===== src/rtl/mem_port_arbiter_pkg.sv =====
// Shared encodings for the memory-port arbiter: FSM states and the
// GO/HOLD/FLUSH pipeline-control codes.
package mem_port_arbiter_pkg;

  typedef enum logic [1:0] {
    ST_IDLE   = 2'd0,
    ST_IF_ACC = 2'd1,
    ST_DM_ACC = 2'd2
  } arb_state_t;

  localparam logic [1:0] CTRL_GO    = 2'b00;
  localparam logic [1:0] CTRL_HOLD  = 2'b01;
  localparam logic [1:0] CTRL_FLUSH = 2'b10;

endpackage


===== src/rtl/mem_arb_timer.sv =====
// Per-access wait counter; expired is raised once TIMEOUT cycles have
// passed without mem_ready since the last clear.
module mem_arb_timer #(
  parameter int TIMEOUT = 255
) (
  input  logic clk,
  input  logic rst_n,
  input  logic clear,
  input  logic enable,
  output logic expired
);

  localparam int CW = (TIMEOUT < 1) ? 1 : $clog2(TIMEOUT + 1);
  localparam logic [CW-1:0] LIMIT = CW'(TIMEOUT);

  logic [CW-1:0] r_count;

  // Saturates at the limit so a stalled access can never wrap back to zero.
  always_ff @(posedge clk or negedge rst_n) begin
    if (!rst_n) begin
      r_count <= '0;
    end else if (clear) begin
      r_count <= '0;
    end else if (enable && !expired) begin
      r_count <= r_count + 1'b1;
    end
  end

  assign expired = (r_count == LIMIT);

endmodule


===== src/rtl/mem_port_arbiter.sv =====
// Single memory port shared by instruction fetch and the MEM stage; data
// side wins from IDLE, then the two alternate while both keep requesting.
module mem_port_arbiter
  import mem_port_arbiter_pkg::*;
#(
  parameter int TIMEOUT = 255
) (
  input  logic        clk,
  input  logic        rst_n,
  input  logic        if_req,
  input  logic [31:0] if_addr,
  output logic        if_done,
  output logic [31:0] if_rdata,
  input  logic        dm_req,
  input  logic        dm_wr,
  input  logic [31:0] dm_addr,
  input  logic [31:0] dm_wdata,
  output logic        dm_done,
  output logic [31:0] dm_rdata,
  output logic        mem_req,
  output logic        mem_wr,
  output logic [31:0] mem_addr,
  output logic [31:0] mem_wdata,
  input  logic [31:0] mem_rdata,
  input  logic        mem_ready,
  output logic        pc_enable,
  output logic [1:0]  if_id_ctrl,
  output logic [1:0]  id_ex_ctrl,
  output logic [1:0]  ex_mem_ctrl,
  output logic [1:0]  mem_wb_ctrl,
  output logic        timeout_err
);

  arb_state_t  r_state;
  logic [31:0] r_addr;
  logic        r_wr;
  logic [31:0] r_wdata;
  logic        r_timeout_err;

  logic w_idle, w_in_if, w_in_dm, w_in_acc;
  logic w_expired, w_timeout;
  logic w_finish_if, w_finish_dm;
  logic w_grant_if, w_grant_dm;
  logic w_dm_stall, w_if_stall;

  assign w_idle   = (r_state == ST_IDLE);
  assign w_in_if  = (r_state == ST_IF_ACC);
  assign w_in_dm  = (r_state == ST_DM_ACC);
  assign w_in_acc = w_in_if | w_in_dm;

  // A real mem_ready always wins over an expiry in the same cycle.
  assign w_timeout   = w_in_acc & ~mem_ready & w_expired;
  assign w_finish_if = w_in_if & (mem_ready | w_expired);
  assign w_finish_dm = w_in_dm & (mem_ready | w_expired);

  // Hand-over only on a genuine completion, never on a timeout.
  assign w_grant_dm = (w_idle & dm_req) | (w_in_if & mem_ready & dm_req);
  assign w_grant_if = (w_idle & ~dm_req & if_req) | (w_in_dm & mem_ready & if_req);

  mem_arb_timer #(
    .TIMEOUT (TIMEOUT)
  ) u_timer (
    .clk     (clk),
    .rst_n   (rst_n),
    .clear   (w_grant_dm | w_grant_if),
    .enable  (w_in_acc & ~mem_ready),
    .expired (w_expired)
  );

  always_ff @(posedge clk or negedge rst_n) begin
    if (!rst_n) begin
      r_state       <= ST_IDLE;
      r_addr        <= '0;
      r_wr          <= 1'b0;
      r_wdata       <= '0;
      r_timeout_err <= 1'b0;
    end else begin
      if (w_grant_dm) begin
        r_state <= ST_DM_ACC;
        r_addr  <= dm_addr;
        r_wr    <= dm_wr;
        r_wdata <= dm_wdata;
      end else if (w_grant_if) begin
        r_state <= ST_IF_ACC;
        r_addr  <= if_addr;
        r_wr    <= 1'b0;
        r_wdata <= '0;
      end else if (w_finish_if || w_finish_dm) begin
        r_state <= ST_IDLE;
      end
      if (w_timeout) begin
        r_timeout_err <= 1'b1;
      end
    end
  end

  assign mem_req     = w_in_acc;
  assign mem_wr      = r_wr & w_in_dm;
  assign mem_addr    = r_addr;
  assign mem_wdata   = r_wdata;
  assign timeout_err = r_timeout_err;

  assign if_done  = w_finish_if;
  assign dm_done  = w_finish_dm;
  assign if_rdata = (w_in_if & mem_ready) ? mem_rdata : 32'h0;
  assign dm_rdata = (w_in_dm & mem_ready) ? mem_rdata : 32'h0;

  assign w_dm_stall = dm_req & ~dm_done;
  assign w_if_stall = if_req & ~if_done;

  // A data stall freezes the front of the pipe and bubbles into WB.
  always_comb begin
    pc_enable   = 1'b1;
    if_id_ctrl  = CTRL_GO;
    id_ex_ctrl  = CTRL_GO;
    ex_mem_ctrl = CTRL_GO;
    mem_wb_ctrl = CTRL_GO;
    if (w_dm_stall) begin
      pc_enable   = 1'b0;
      if_id_ctrl  = CTRL_HOLD;
      id_ex_ctrl  = CTRL_HOLD;
      ex_mem_ctrl = CTRL_HOLD;
      mem_wb_ctrl = CTRL_FLUSH;
    end else if (w_if_stall) begin
      pc_enable   = 1'b0;
      if_id_ctrl  = CTRL_FLUSH;
    end
  end

endmodule


===== config.mk =====
export PLATFORM = sky130hd
export DESIGN_NAME = mem_port_arbiter
export DESIGN_NICKNAME = d
export VERILOG_FILES = /design/src/rtl/mem_port_arbiter_pkg.sv /design/src/rtl/mem_arb_timer.sv /design/src/rtl/mem_port_arbiter.sv
export SDC_FILE = /design/constraint.sdc
export NUM_CORES = 1
export LEC_CHECK = 0
export BUFFER_PORTS_ARGS = -buffer_cell sky130_fd_sc_hd__buf_4
export CORE_AREA = 2 2 107 109
export DETAILED_ROUTE_END_ITERATION = 10
export DIE_AREA = 0 0 109 111
export PLACE_DENSITY = 0.71
export REMOVE_ABC_BUFFERS = 1
export SYNTH_ARGS = -nofsm -noshare
export SYNTH_HDL_FRONTEND = slang
export SYNTH_SLANG_ARGS = --single-unit

===== constraint.sdc =====
create_clock -name clk -period 2.4 [get_ports clk]
set_clock_uncertainty 0.1 [all_clocks]
set_input_delay 0.36 -clock clk [delete_from_list [all_inputs] [get_ports clk]]
set_output_delay 0.36 -clock clk [all_outputs]
set_load 0.005 [all_outputs]

== Word level (Yosys, flattened, before mapping) ==
Cells that the tools add are included.

* Bits in registers: 76
* Input bits: 134
* Output and inout bits: 142
* Logic and storage cells: 59

* Add/sub/neg operators: 1
* Equality and inequality tests: 3
* Mux-type cells: 19
* Bitwise logic cells: 23
* Reductions and logical operators: 7

{| class="wikitable"
|+ Operators by type and width
! kind !! number
|-
| $mux W32 || 6
|-
| $mux W8 || 2
|-
| $and A1 B1 Y1 || 14
|-
| $mux W2 || 6
|-
| $add A8 B1 Y8 const B || 1
|-
| $eq A8 B8 Y1 const B || 1
|-
| $mux W1 || 5
|-
| $or A1 B1 Y1 || 5
|-
| $not A1 Y1 || 4
|-
| $reduce_bool A2 Y1 || 2
|-
| $reduce_bool A3 Y1 || 1
|-
| $eq A2 B1 Y1 const B || 1
|-
| $eq A2 B2 Y1 const B || 1
|-
| $logic_not A2 Y1 || 1
|-
| $logic_and A1 B1 Y1 || 1
|-
| $logic_not A1 Y1 || 1
|-
| $logic_or A1 B1 Y1 || 1
|}

== Logic depth before layout (Yosys ltp) ==
* Word-level depth: 7
* Gate-level depth with buffers: 8
* Gate-level depth less buffers: 5

== Cells and area by module ==
A second synthesis with hierarchy kept.

* Cells, all modules: 378
* Area, all modules: 3907.5 um^2

{| class="wikitable"
|+ By module, submodules not included
! module !! times used !! cells each !! area each (um^2) !! seq. area each (um^2)
|-
| mem_port_arbiter || 1 || 331 || 3438.3 || 1701.6
|-
| mem_arb_timer || 1 || 47 || 469.2 || 200.2
|}

== Least setup slack after synthesis ==
OpenSTA, ideal clock, no wires.

* Kind: flip-flop to output port
* Start point: register r_state[0]
* End point: output port ex_mem_ctrl[0]
* Arrival: 1597 ps
* Data required time: 1940 ps
* Setup slack: 343 ps
* Cell stages (with the launch flop): 7
* Path buffers: 2
* Cell sequence: dfrtp_1 inv_1 ha_1 buf_6 and2_4 a311oi_1 buf_4

* Cells in the longest elaborated chain, start to end: 5

{| class="wikitable"
|+ Ends and longest elaborated chain
! what !! RTL line !! text
|-
| start: declaration || mem_port_arbiter.sv:34 || <nowiki>arb_state_t r_state;</nowiki>
|-
| start signal: assignment || mem_port_arbiter.sv:72 || <nowiki>r_state <= ST_IDLE;</nowiki>
|-
| start signal: assignment || mem_port_arbiter.sv:79 || <nowiki>r_state <= ST_DM_ACC;</nowiki>
|-
| start signal: assignment || mem_port_arbiter.sv:84 || <nowiki>r_state <= ST_IF_ACC;</nowiki>
|-
| $eq A2 B2 Y1 || mem_port_arbiter.sv:48 || <nowiki>assign w_in_dm = (r_state == ST_DM_ACC);</nowiki>
|-
| $and A1 B1 Y1 || mem_port_arbiter.sv:54 || <nowiki>assign w_finish_dm = w_in_dm & (mem_ready | w_expired);</nowiki>
|-
| $not A1 Y1 || mem_port_arbiter.sv:108 || <nowiki>assign w_dm_stall = dm_req & ~dm_done;</nowiki>
|-
| $and A1 B1 Y1 || mem_port_arbiter.sv:108 ||
|-
| net w_dm_stall || mem_port_arbiter.sv:44 || <nowiki>logic w_dm_stall, w_if_stall;</nowiki>
|-
| $mux W1 || mem_port_arbiter.sv:118 || <nowiki>if (w_dm_stall) begin</nowiki>
|-
| end: declaration || mem_port_arbiter.sv:29 || <nowiki>output logic [1:0] ex_mem_ctrl,</nowiki>
|}

The timed path passes the listed nets, and every way through them passes these cells.

== Worst setup path after layout ==
* Start point: register u_timer.r_count[0]
* End point: output port pc_enable

* Cells in the longest elaborated chain, start to end: 7
* Elaborated cells between the ends (all ways): 10
* Those cells by class: eq/ne: 1; mux: 2; bitwise: 7

{| class="wikitable"
|+ Ends and longest elaborated chain
! what !! RTL line !! text
|-
| start: declaration || mem_arb_timer.sv:16 || <nowiki>logic [CW-1:0] r_count;</nowiki>
|-
| start signal: assignment || mem_arb_timer.sv:25 || <nowiki>r_count <= r_count + 1'b1;</nowiki>
|-
| $eq A8 B8 Y1 (*) || mem_arb_timer.sv:29 || <nowiki>assign expired = (r_count == LIMIT);</nowiki>
|-
| $or A1 B1 Y1 (*) || mem_port_arbiter.sv:53, mem_port_arbiter.sv:54 ||
|-
| $and A1 B1 Y1 || mem_port_arbiter.sv:53 || <nowiki>assign w_finish_if = w_in_if & (mem_ready | w_expired);</nowiki>
|-
| $not A1 Y1 || mem_port_arbiter.sv:109 || <nowiki>assign w_if_stall = if_req & ~if_done;</nowiki>
|-
| $and A1 B1 Y1 || mem_port_arbiter.sv:109 ||
|-
| $mux W1 || mem_port_arbiter.sv:124 || <nowiki>end else if (w_if_stall) begin</nowiki>
|-
| $mux W1 (*) || mem_port_arbiter.sv:118 ||
|-
| end: declaration || mem_port_arbiter.sv:26 || <nowiki>output logic pc_enable,</nowiki>
|}

Every way passes the cells marked *; elsewhere a longest branch is shown, timed or not.

==> metrics.md <==
| Metric | Value |
|---|---|
| Hold depth | 2 |
| Area leader, netlist | dfrtp_1 |
| Area grow syn2layout | 62.39% |
| Longest Clk Path Bufs | 2 |
| Final Hold Fails | 0 |
| Xor/xnor share of the synthesized area | 0 |
| Power, Total | 0.006792 W |
| # Max-Cap Violations | 0 |
| Setup ws final | 79.86 ps |
| Vias | slightly below 4000 |
| Simple-gate portion of the synthesized area | 0.1961 |
| Internal power | ~0.0046 W |
| Crit path from | u_timer.r_count[0] |
| Root Driver | clkbuf_16 |
| Place WS | 330.0 ps |
| Mapped Cells | 349 |
| Critical Path AT | between 1500 and 2000 ps |
| H-tree levels | 3 |
| Io pins | around 280 |
| Synth warn | 0 |
| Top achievable clock speed | 0.4310 GHz |
| Die Ht | 111 um |
| Power per Cell Area | 1080 mW/mm^2 |
| Max-slew violation count | 0 |
| Antenna Nets Post-Route | 0 |
| Number of port buffers | 272 |
| # setup viols final | 0 |
| Vias in the first global route | 3661 |
| Largest stage delay, worst path | 400 ps |
| Final nets | around 740 |
| Non-filler cells, final | 746 |
| Switching pwr | 0.002192 W |
| Post-Synth Adder-Cell Area | 0.01292 |
| First-pass GRT wire length | 19200 um |
| Combinational share of power | 0.463 |
| Worst vdd ir | 0.0004823 V |
| CTS sink count | between 70 and 80 |
| Drt first pass iters | 4 |
| Register bit total from synthesis | 76 |
| Row cnt | 39 |
| Worst Path Required | slightly below 2000 ps |
| Crit share post-route | 0.9667 |
| Gr usage total | 0.2007 |
| Top-area cell type share of the netlist area | 0.4911 |
| Startpoint Class | flip-flop |
| Die Area | 0.01210 sq mm |
| Routed vias/inst | approximately 5.2 |
| Wire per inst | around 17 um |
| Post-Route Utilization | 0.5677 |
| Initial antenna violation count | 0 |
| CORE AREA | approximately 0.011 sq mm |
| Post-route setup TNS | 0 ps |
| Power share of the sequential group | 0.314 |
| Syn Area/Cell | 11.10 sq um |
| Commonest cells after routing, fill and taps aside | buf_4 (280), and3_1 (96), dfrtp_1 (75), a22o_1 (33), a221o_1 (32) |
| DIE WIDTH | 109 um |
| Commonest non-fill, non-tap cell in the layout | buf_4 |
| Final Critical Period | 2320 ps |
| Clock slew at reported path FFs | ~60 ps |
| Static leakage | 3.545 nW |
| Crit path capture type | output pin |
| Antenna cell count | 0 |
| Post-DP HPWL | around 9500 um |
| TritonCTS clock tree | built |
| Multiplexer share of the synthesized area | 0 |
| Crit path max-delay cell type | dfrtp_1 |
| GP Congestion | 0.8645 |
| Largest family of logic cells by synthesized area | compound AO/OA/AOI/OAI gates |
| Later-pin clock latency in the skew report | about 310 ps |
| R2R depth | 5 |
| HP Start | dm_wdata[11] |
| DRT Wirelength | 12710 um |
| Largest net degree at the start of global routing | 69 |
| Worst Hold Class | primary input to flip-flop |
| Relative slew slack | 0.4341 |
| Synth cell types | 43 |
| Share of layout cells above drive strength 1 | 0.5124 |
| Crit Path Max Fanout | 6 |
| Storage element area | between 0.0015 and 0.002 sq mm |
| Crit-path cells | ha_2, and4_4, a311oi_1, buf_4, a311oi_2, buf_4 |
| # DRC | 0 |
| Reg2reg start | r_state[1] |
| Top cell by count, worst path | buf_4 |
| Initial Utilization | 0.3496 |
| Unrepaired setup endpoints after global routing | no |
| Switch share | 0.3227 |
| Status | complete, no violations |
| Post-Syn Area | 0.003872 sq mm |
| Critical path class | flip-flop to output pin |
| Multi-input logic area | 0.001704 sq mm |
| Synth Area in Compound Gates | 0.2233 |
| Area contributors post-synth | dfrtp_1 (49%), and3_1 (16%), a221o_1 (8.3%) |
| Worst-margin pin slew | 848.8 ps |
| Total congestion overflow | 0 |
| CTS Buf Count | 9 |
| Sequential-to-total area share from yosys stat | 0.4911 |
| Clk pwr share | 0.222 |
| DR iter-0 viols | 253 |
| FILL cells | between 900 and 1000 |
| Inst Count DP | 730 |
registers in the layout (all words and copies together) (netlist names):
name / count
mem_addr: 32
mem_wdata: 32
u_timer.r_count: 8
r_state: 2
r_wr: 1
timeout_err: 1
power groups by stage:
| stage | clock network, W | registers (W) | logic (W) |
|---|---|---|---|
| after CTS | 0.00155 | 0.00214 | 0.00317 |
| after global placement | 0 | 0.00213 | 0.00310 |
| after detailed placement | 0 | 0.00214 | 0.00317 |
| after floorplan | 0 | 0.00214 | 0.00138 |
| final | 0.00151 | 0.00214 | 0.00315 |
| after global routing | 0.00162 | 0.00220 | 0.00343 |
final cells by class:
class	count	share of cell area
multi-input combinational	224	0.2710
clock inverter	4	0.01552
sequential	76	0.3026
clock buffer	11	0.03860
tap	143	0.02845
timing repair buffer	283	0.3408
inverter	5	0.002984
routing by layer:
| layer | vias up | routed length [um] | global-route usage |
|---|---|---|---|
| li1 | 1848 | - | - |
| met1 | 1839 | 5498 | 0.2767 |
| met2 | 181 | 6146 | 0.3251 |
| met3 | 13 | 916 | 0.03527 |
| met4 | 0 | 148 | 0.05128 |
| met5 | - | 0 | 0 |
Yosys cell counts, drive strengths merged:
cell     number
a211o         1
a211oi        3
a21o          1
a21oi         4
a221o        32
a22o         33
a22oi         1
a2bb2oi       2
a311oi        2
a31o          3
a31oi         2
a41oi         1
and2          5
and3         97
and3b         1
and4          3
and4b         2
buf          26
clkbuf       20
conb          1
dfrtp        76
ha            4
inv           5
nand2         1
nand2b        1
nand3         1
nand4         4
nor2          2
nor2b         1
nor3          2
o2111a        1
o2111ai       1
o211a         2
o211ai        1
o21a          1
o21ai         3
o21bai        1
o221a         1
o221ai        1
per-stage QoR:
step | cell area (sq um) | hold WS (ps)
floorplan | 3606 | -35.59
global placement | 5918 | 219.9
detailed placement | 5918 | 230.7
CTS | 6270 | 157.5
global route | 6289 | 148.3
finish | 6289 | 166.7
timing repair:
item / in CTS / in global routing
hold buffers: 1 / 0
setup endpoints to repair: 1 / 2
buffers inserted: 0 / 0
resized for setup: 1 / 6
hold endpoints to repair: 31 / 0
path summary, 6_finish.rpt:
| path | end | slack, ps |
|---|---|---|
| worst max-delay path | pc_enable | 80 |
| worst min-delay path | mem_wdata[11] | 170 |
| worst max register to register | mem_addr[20] | 330 |
| worst min register to register | timeout_err | 380 |
| max in group asynchronous | mem_wdata[0] | 1190 |
| min in group asynchronous | mem_wdata[14] | 410 |
worst max-delay path, delay by kind of cell (launching register included):
kind	cells	cell delay [ps]
and+or+nand+nor	1	240
buffers and inverters	2	330
DFF	1	400
adders and majority gates	1	220
AOI/OAI and AO/OA	2	350
cells by family (layout without fill, tap and decap cells):
logic type / Yosys count / count (layout)
simple gates: 120 / 120
compound gates: 97 / 97
flops: 76 / 76
buf+inv: 51 / 303
fa+ha+maj: 4 / 4
other cells: 1 / 3
No activity file was read; power rests on OpenSTA's default activity.
